### config.mk
export PLATFORM = sky130hd
export DESIGN_NAME = inst_decode_stage_flat
export DESIGN_NICKNAME = d
export VERILOG_FILES = /design/src/rtl/rv_pkg.sv /design/src/rtl/inst_decode_stage_if.sv /design/src/rtl/opcode_type_decode.sv /design/src/rtl/inst_decode_stage.sv /design/src/flat_wrapper.sv
export SDC_FILE = /design/constraint.sdc
export NUM_CORES = 1
export LEC_CHECK = 0
export BUFFER_PORTS_ARGS = -buffer_cell sky130_fd_sc_hd__buf_2
export CORE_MARGIN = 1.5
export CORE_UTILIZATION = 45
export DETAILED_ROUTE_END_ITERATION = 10
export PLACE_DENSITY = 0.75
export SKIP_CTS_REPAIR_TIMING = 1
export SLEW_MARGIN = 20
export SYNTH_ARGS = -nofsm -noshare
export SYNTH_HDL_FRONTEND = slang
export SYNTH_HIERARCHICAL = 1
export SYNTH_SLANG_ARGS = --single-unit
### constraint.sdc
create_clock -name clk -period 2.9 [get_ports clk]
set_clock_uncertainty 0.15 [all_clocks]
set_input_delay 0.29 -clock clk [delete_from_list [all_inputs] [get_ports clk]]
set_output_delay 0.29 -clock clk [all_outputs]
set_load 0.005 [all_outputs]
### src/rtl/rv_pkg.sv
// Shared RV32I opcode constants, ID-stage FSM states and the default bubble word.
package rv_pkg;

  localparam logic [6:0] OP_LOAD   = 7'b0000011;
  localparam logic [6:0] OP_IMM    = 7'b0010011;
  localparam logic [6:0] OP_JALR   = 7'b1100111;
  localparam logic [6:0] OP_STORE  = 7'b0100011;
  localparam logic [6:0] OP_BRANCH = 7'b1100011;
  localparam logic [6:0] OP_LUI    = 7'b0110111;
  localparam logic [6:0] OP_AUIPC  = 7'b0010111;
  localparam logic [6:0] OP_JAL    = 7'b1101111;
  localparam logic [6:0] OP_R      = 7'b0110011;

  // addi x0, x0, 0
  localparam logic [31:0] NOP_WORD_DEFAULT = 32'h0000_0013;

  typedef enum logic [1:0] {
    ST_RUN   = 2'd0,
    ST_HAZ   = 2'd1,
    ST_FLUSH = 2'd2
  } id_state_t;

endpackage

### src/rtl/inst_decode_stage_if.sv
// Fetch-to-decode bus: instruction handshake in, stall back, decoded fields out.
interface inst_decode_stage_if;
  logic [31:0] inst_in;
  logic        inst_valid;
  logic        branch_taken;
  logic        stall_out;
  logic [24:0] Inst;
  logic        ILoad;
  logic        S;
  logic        SB;
  logic        U;
  logic        UJ;
  logic        nop;
  logic [4:0]  rs1;
  logic [4:0]  rs2;
  logic [4:0]  rd;

  // Fetch side / environment
  modport master (
    output inst_in, inst_valid, branch_taken,
    input  stall_out, Inst, ILoad, S, SB, U, UJ, nop, rs1, rs2, rd
  );

  // Decode stage
  modport slave (
    input  inst_in, inst_valid, branch_taken,
    output stall_out, Inst, ILoad, S, SB, U, UJ, nop, rs1, rs2, rd
  );
endinterface

### src/rtl/opcode_type_decode.sv
// Pure opcode classifier: immediate-type selects and register-source usage flags.
module opcode_type_decode
  import rv_pkg::*;
(
  input  logic [6:0] opcode_i,
  output logic       iload_o,
  output logic       s_o,
  output logic       sb_o,
  output logic       u_o,
  output logic       uj_o,
  output logic       uses_rs1_o,
  output logic       uses_rs2_o
);

  // Opcode lookup; R-type and unknown opcodes assert no immediate select
  always_comb begin
    iload_o    = 1'b0;
    s_o        = 1'b0;
    sb_o       = 1'b0;
    u_o        = 1'b0;
    uj_o       = 1'b0;
    uses_rs1_o = 1'b0;
    uses_rs2_o = 1'b0;
    case (opcode_i)
      OP_LOAD, OP_IMM, OP_JALR: begin
        iload_o    = 1'b1;
        uses_rs1_o = 1'b1;
      end
      OP_STORE: begin
        s_o        = 1'b1;
        uses_rs1_o = 1'b1;
        uses_rs2_o = 1'b1;
      end
      OP_BRANCH: begin
        sb_o       = 1'b1;
        uses_rs1_o = 1'b1;
        uses_rs2_o = 1'b1;
      end
      OP_LUI, OP_AUIPC: u_o = 1'b1;
      OP_JAL:           uj_o = 1'b1;
      OP_R: begin
        uses_rs1_o = 1'b1;
        uses_rs2_o = 1'b1;
      end
      default: ;
    endcase
  end

endmodule

### src/rtl/inst_decode_stage.sv
// IF/ID register with immediate-type decode, load-use stall and branch flush bubbles.
//
//   state    | meaning
//   ---------+-----------------------------------------------------------
//   ST_RUN   | normal capture; load-use hazard and branch are checked here
//   ST_HAZ   | one bubble issued for load-use; capture the held inst_in
//   ST_FLUSH | issuing the remaining branch-flush bubbles, inst_in ignored
module inst_decode_stage
  import rv_pkg::*;
#(
  parameter int unsigned FLUSH_BUBBLES = 2,
  parameter logic [31:0] NOP_WORD      = NOP_WORD_DEFAULT
) (
  input logic              clk,
  input logic              rst,
  inst_decode_stage_if.slave bus
);

  localparam logic [2:0] CNT_RELOAD = 3'(FLUSH_BUBBLES - 1);

  id_state_t   state_q, state_d;
  logic [31:0] id_inst_q, id_inst_d;
  logic        id_valid_q, id_valid_d;
  logic [2:0]  cnt_q, cnt_d;
  logic        stall;

  logic id_iload, id_s, id_sb, id_u, id_uj, id_use1, id_use2;
  logic in_iload, in_s, in_sb, in_u, in_uj, in_use1, in_use2;
  logic hazard;

  opcode_type_decode u_dec_id (
    .opcode_i   (id_inst_q[6:0]),
    .iload_o    (id_iload),
    .s_o        (id_s),
    .sb_o       (id_sb),
    .u_o        (id_u),
    .uj_o       (id_uj),
    .uses_rs1_o (id_use1),
    .uses_rs2_o (id_use2)
  );

  opcode_type_decode u_dec_in (
    .opcode_i   (bus.inst_in[6:0]),
    .iload_o    (in_iload),
    .s_o        (in_s),
    .sb_o       (in_sb),
    .u_o        (in_u),
    .uj_o       (in_uj),
    .uses_rs1_o (in_use1),
    .uses_rs2_o (in_use2)
  );

  // Only the usage flags of the incoming word and the selects of the ID word matter
  logic unused_dec;
  assign unused_dec = ^{in_iload, in_s, in_sb, in_u, in_uj, id_use1, id_use2};

  // Load in ID whose destination is read by the instruction waiting in fetch
  always_comb begin
    hazard = 1'b0;
    if (id_valid_q && (id_inst_q[6:0] == OP_LOAD) && (id_inst_q[11:7] != 5'd0) &&
        bus.inst_valid) begin
      hazard = (in_use1 && (bus.inst_in[19:15] == id_inst_q[11:7])) ||
               (in_use2 && (bus.inst_in[24:20] == id_inst_q[11:7]));
    end
  end

  // Next-state logic: branch flush beats hazard, hazard beats normal capture
  always_comb begin
    state_d    = state_q;
    id_inst_d  = id_inst_q;
    id_valid_d = id_valid_q;
    cnt_d      = cnt_q;
    stall      = 1'b0;
    case (state_q)
      ST_RUN, ST_HAZ: begin
        if (bus.branch_taken) begin
          id_inst_d  = NOP_WORD;
          id_valid_d = 1'b0;
          if (FLUSH_BUBBLES > 1) begin
            cnt_d   = CNT_RELOAD;
            state_d = ST_FLUSH;
          end else begin
            state_d = ST_RUN;
          end
        end else if ((state_q == ST_RUN) && hazard) begin
          stall      = 1'b1;
          id_inst_d  = NOP_WORD;
          id_valid_d = 1'b0;
          state_d    = ST_HAZ;
        end else begin
          id_inst_d  = bus.inst_in;
          id_valid_d = bus.inst_valid;
          state_d    = ST_RUN;
        end
      end
      ST_FLUSH: begin
        id_inst_d  = NOP_WORD;
        id_valid_d = 1'b0;
        if (bus.branch_taken) begin
          cnt_d = CNT_RELOAD;
        end else begin
          cnt_d = cnt_q - 3'd1;
          if (cnt_q == 3'd1) begin
            state_d = ST_RUN;
          end
        end
      end
      default: begin
        id_inst_d  = NOP_WORD;
        id_valid_d = 1'b0;
        cnt_d      = 3'd0;
        state_d    = ST_RUN;
      end
    endcase
  end

  // ID register, valid flag, FSM state and bubble counter
  always_ff @(posedge clk or posedge rst) begin
    if (rst) begin
      state_q    <= ST_RUN;
      id_inst_q  <= NOP_WORD;
      id_valid_q <= 1'b0;
      cnt_q      <= 3'd0;
    end else begin
      state_q    <= state_d;
      id_inst_q  <= id_inst_d;
      id_valid_q <= id_valid_d;
      cnt_q      <= cnt_d;
    end
  end

  assign bus.stall_out = stall;
  assign bus.Inst      = id_inst_q[31:7];
  assign bus.ILoad     = id_valid_q & id_iload;
  assign bus.S         = id_valid_q & id_s;
  assign bus.SB        = id_valid_q & id_sb;
  assign bus.U         = id_valid_q & id_u;
  assign bus.UJ        = id_valid_q & id_uj;
  assign bus.nop       = ~id_valid_q;
  assign bus.rs1       = id_inst_q[19:15];
  assign bus.rs2       = id_inst_q[24:20];
  assign bus.rd        = id_inst_q[11:7];

endmodule

### src/flat_wrapper.sv
// flat-port wrapper written by rule: the top's interface ports become plain ports
module inst_decode_stage_flat import rv_pkg::*;
#(
  parameter int unsigned FLUSH_BUBBLES = 2,
  parameter logic [31:0] NOP_WORD      = NOP_WORD_DEFAULT
)
  (clk, rst, bus_inst_in, bus_inst_valid, bus_branch_taken, bus_stall_out, bus_Inst, bus_ILoad, bus_S, bus_SB, bus_U, bus_UJ, bus_nop, bus_rs1, bus_rs2, bus_rd);
  inst_decode_stage_if bus_i ();
  input logic clk;
  input logic rst;
  input wire logic [$bits(bus_i.inst_in)-1:0] bus_inst_in;
  input wire logic [$bits(bus_i.inst_valid)-1:0] bus_inst_valid;
  input wire logic [$bits(bus_i.branch_taken)-1:0] bus_branch_taken;
  output wire logic [$bits(bus_i.stall_out)-1:0] bus_stall_out;
  output wire logic [$bits(bus_i.Inst)-1:0] bus_Inst;
  output wire logic [$bits(bus_i.ILoad)-1:0] bus_ILoad;
  output wire logic [$bits(bus_i.S)-1:0] bus_S;
  output wire logic [$bits(bus_i.SB)-1:0] bus_SB;
  output wire logic [$bits(bus_i.U)-1:0] bus_U;
  output wire logic [$bits(bus_i.UJ)-1:0] bus_UJ;
  output wire logic [$bits(bus_i.nop)-1:0] bus_nop;
  output wire logic [$bits(bus_i.rs1)-1:0] bus_rs1;
  output wire logic [$bits(bus_i.rs2)-1:0] bus_rs2;
  output wire logic [$bits(bus_i.rd)-1:0] bus_rd;
  assign bus_i.inst_in = bus_inst_in;
  assign bus_i.inst_valid = bus_inst_valid;
  assign bus_i.branch_taken = bus_branch_taken;
  assign bus_stall_out = bus_i.stall_out;
  assign bus_Inst = bus_i.Inst;
  assign bus_ILoad = bus_i.ILoad;
  assign bus_S = bus_i.S;
  assign bus_SB = bus_i.SB;
  assign bus_U = bus_i.U;
  assign bus_UJ = bus_i.UJ;
  assign bus_nop = bus_i.nop;
  assign bus_rs1 = bus_i.rs1;
  assign bus_rs2 = bus_i.rs2;
  assign bus_rd = bus_i.rd;
  inst_decode_stage #(.FLUSH_BUBBLES(FLUSH_BUBBLES), .NOP_WORD(NOP_WORD)) u_core (.clk(clk), .rst(rst), .bus(bus_i));
endmodule
==> results.py <==
metrics = {
    "sta": {
        "rsz0062_at_grt": "no",
        "fin_tns_setup_ns": 0,
        "fmax_mhz": 452,
        "drv_slew": 0,
        "whs_ns": -0.0544,
        "period_needed_ns": 2.21,
        "worstMarginPinSlew_ns": 0.556,
        "finalHoldViolations": 35,
        "finalSetupViolCount": 0,
        "fin_crit_sh_pct": 76.3,
        "relSlewSlack_pct": 62.9,
    },
    "clock_tree": {
        "numCtsBuffers": 5,
        "path_clk_slew_ns": 0.08,
        "cts_root_buf": "clkbuf_8",
        "cts_tree": "done",
        "cts_buffer_depth": 2,
        "ctsHtreeMaxLevel": 2,
        "cts.sinks": 38,
        "insertion_delay_ns": 0.29,
    },
    "global_route": {
        "grt_use_met3_pct": 5.35,
        "grt_usage_pct": 17.8,
        "grt_util_met2_pct": 27.5,
        "grt_first_pass_wirelength_mm": 7.29,
        "grt_pass1_vias": 1565,
        "grt_busiest_layer": "met2",
        "grt_start_max_net_pins": 39,
        "use_met1_pct": 23.6,
        "antenna_found_initial": 0,
        "overflow": 0,
    },
    "worst_setup_path": {
        "slowest_stage": "dfrtp_1",
        "path_cells": "nor4b_2 > nand4_1 > nor3_4 > and3_1 > buf_2",
        "start_kind": "flip-flop",
        "end_kind": "output port",
        "crit_type": "reg -> out",
        "cp.arrival_ns": 1.77,
        "cp_slowest_stage_delay_ns": 0.45,
        "crit_required_ns": 2.46,
        "cp_max_fo": 7,
    },
    "synth": {
        "yosysWarnings": 6,
        "syn_nets": 260,
        "mappedNetlistArea_mm2": 0.00225,
        "netlist_instances": 222,
        "syn_area_per_cell_um2": 10.1,
    },
    "floorplan": {
        "dieArea_mm2": 0.00544,
        "floorplan.rows": 25,
        "die_height_um": 73.7,
        "coreArea_mm2": 0.00479,
        "ios": 83,
        "start_util_pct": 47.1,
        "die_w_um": 73.7,
    },
    "final_layout": {
        "drive_gt1_share_pct": 52.2,
        "syn_to_final_growth_pct": 11.6,
        "fin_cells": 335,
        "fillers": 449,
        "layout.nets": 305,
        "antenna_cells": 0,
        "postLayoutCoreUtil_pct": 52.5,
    },
    "place": {
        "gp_congestion": 0.869,
        "place_hpwl_mm": 3.18,
        "io_buffers": 82,
        "dp.cells": 327,
    },
    "routing": {
        "dr.first_iter.drc_count": 103,
        "ant_nets": 0,
        "drt-total-wl_mm": 4.28,
        "vias_per_cell": 4.76,
        "num_vias": 1593,
        "wl_per_cell_um": 12.8,
        "dr.pass1.iters": 4,
        "drcViolationCount": 0,
    },
    "pwr": {
        "peakVddDrop_mv": 0.337,
        "power_uw": 1510,
        "power.density_mw_per_mm2": 600,
        "p_leak_uw": 0.00126,
    },
    "flow_run": {
        "maxCapViolations": 0,
    },
    "run_status": {
        "violations": "hold timing",
        "status": "complete, but fails checks",
    },
    "min_path": {
        "hold_class": "in -> async",
    },
}
-- critical path: cells and delay by family (launching register included) --
kind / cells / cell delay, ns
buf+inv: 1 / 0.12
flops: 1 / 0.45
simple gates: 4 / 0.91
-- state kept, by name (all words and copies together) (netlist names) --
signal / cells
u_core/id_inst_q: 32
u_core/id_valid_q: 1
u_core/cnt_q: 3
u_core/state_q: 2
-- final cells by class --
class | count | area [µm²] | share of cell area [%]
repair buffers | 88 | 455 | 18.1
well taps | 67 | 83.8 | 3.33
flip-flops and latches | 38 | 955 | 38.0
clock buffers | 6 | 82.6 | 3.29
multi-input cells | 127 | 898 | 35.7
inverters | 7 | 26.3 | 1.05
clock inverters | 2 | 12.5 | 0.498
-- worst paths after layout --
path                                           from  cells past startpoint  slack [ns]              endpoint
min in group clk                    bus_inst_in[25]                      3        0.07  u_core/id_inst_q[25]
worst min register to register      u_core/cnt_q[1]                      2        0.39       u_core/cnt_q[1]
max in group asynchronous                       rst                      3        2.30   u_core/id_inst_q[4]
worst max-delay path            u_core/id_inst_q[2]                      5        0.69         bus_stall_out
worst min-delay path                            rst                      3       -0.05       u_core/cnt_q[2]
worst max register to register  u_core/id_inst_q[8]                      5        0.98   u_core/id_inst_q[0]
-- routing by layer --
metal | up-vias | share of wire [%]
li1 | 781 | -
met1 | 750 | 44
met2 | 56 | 49
met3 | 6 | 6.5
met4 | 0 | 0.93
met5 | - | 0
-- placed cells by master, fill, tap and decap left out, types with 2 or more instances in the layout --
cell and count:
inv_1 7, buf_2 82, a211o_1 3, dfstp_2 3
a21oi_1 8, nand2b_1 2, nand4_1 4, nor3_1 3
and3_1 2, clkbuf_8 6, nand3b_1 3, a21oi_2 30
and2_1 5, buf_4 6, xnor2_1 10, nand2_1 33
nand3b_4 2, ha_1 2, dfrtp_1 35, nor2_1 6
-- per-stage QoR --
stage / cell area [µm²] / setup slack, ns
2_1_floorplan: 2250 / 1.02
3_3_place_gp: 2420 / 1.02
5_1_grt: 2510 / 0.587
4_1_cts: 2510 / 0.667
3_5_place_dp: 2420 / 0.990
6_report: 2510 / 0.688
-- where the power goes --
group,switching (µW),internal [µW],total (µW)
clock network,185,191,375
registers,79.9,619,699
logic,220,212,432
total,485,1020,1510
Note: power is estimated with default switching activity, not from simulation.
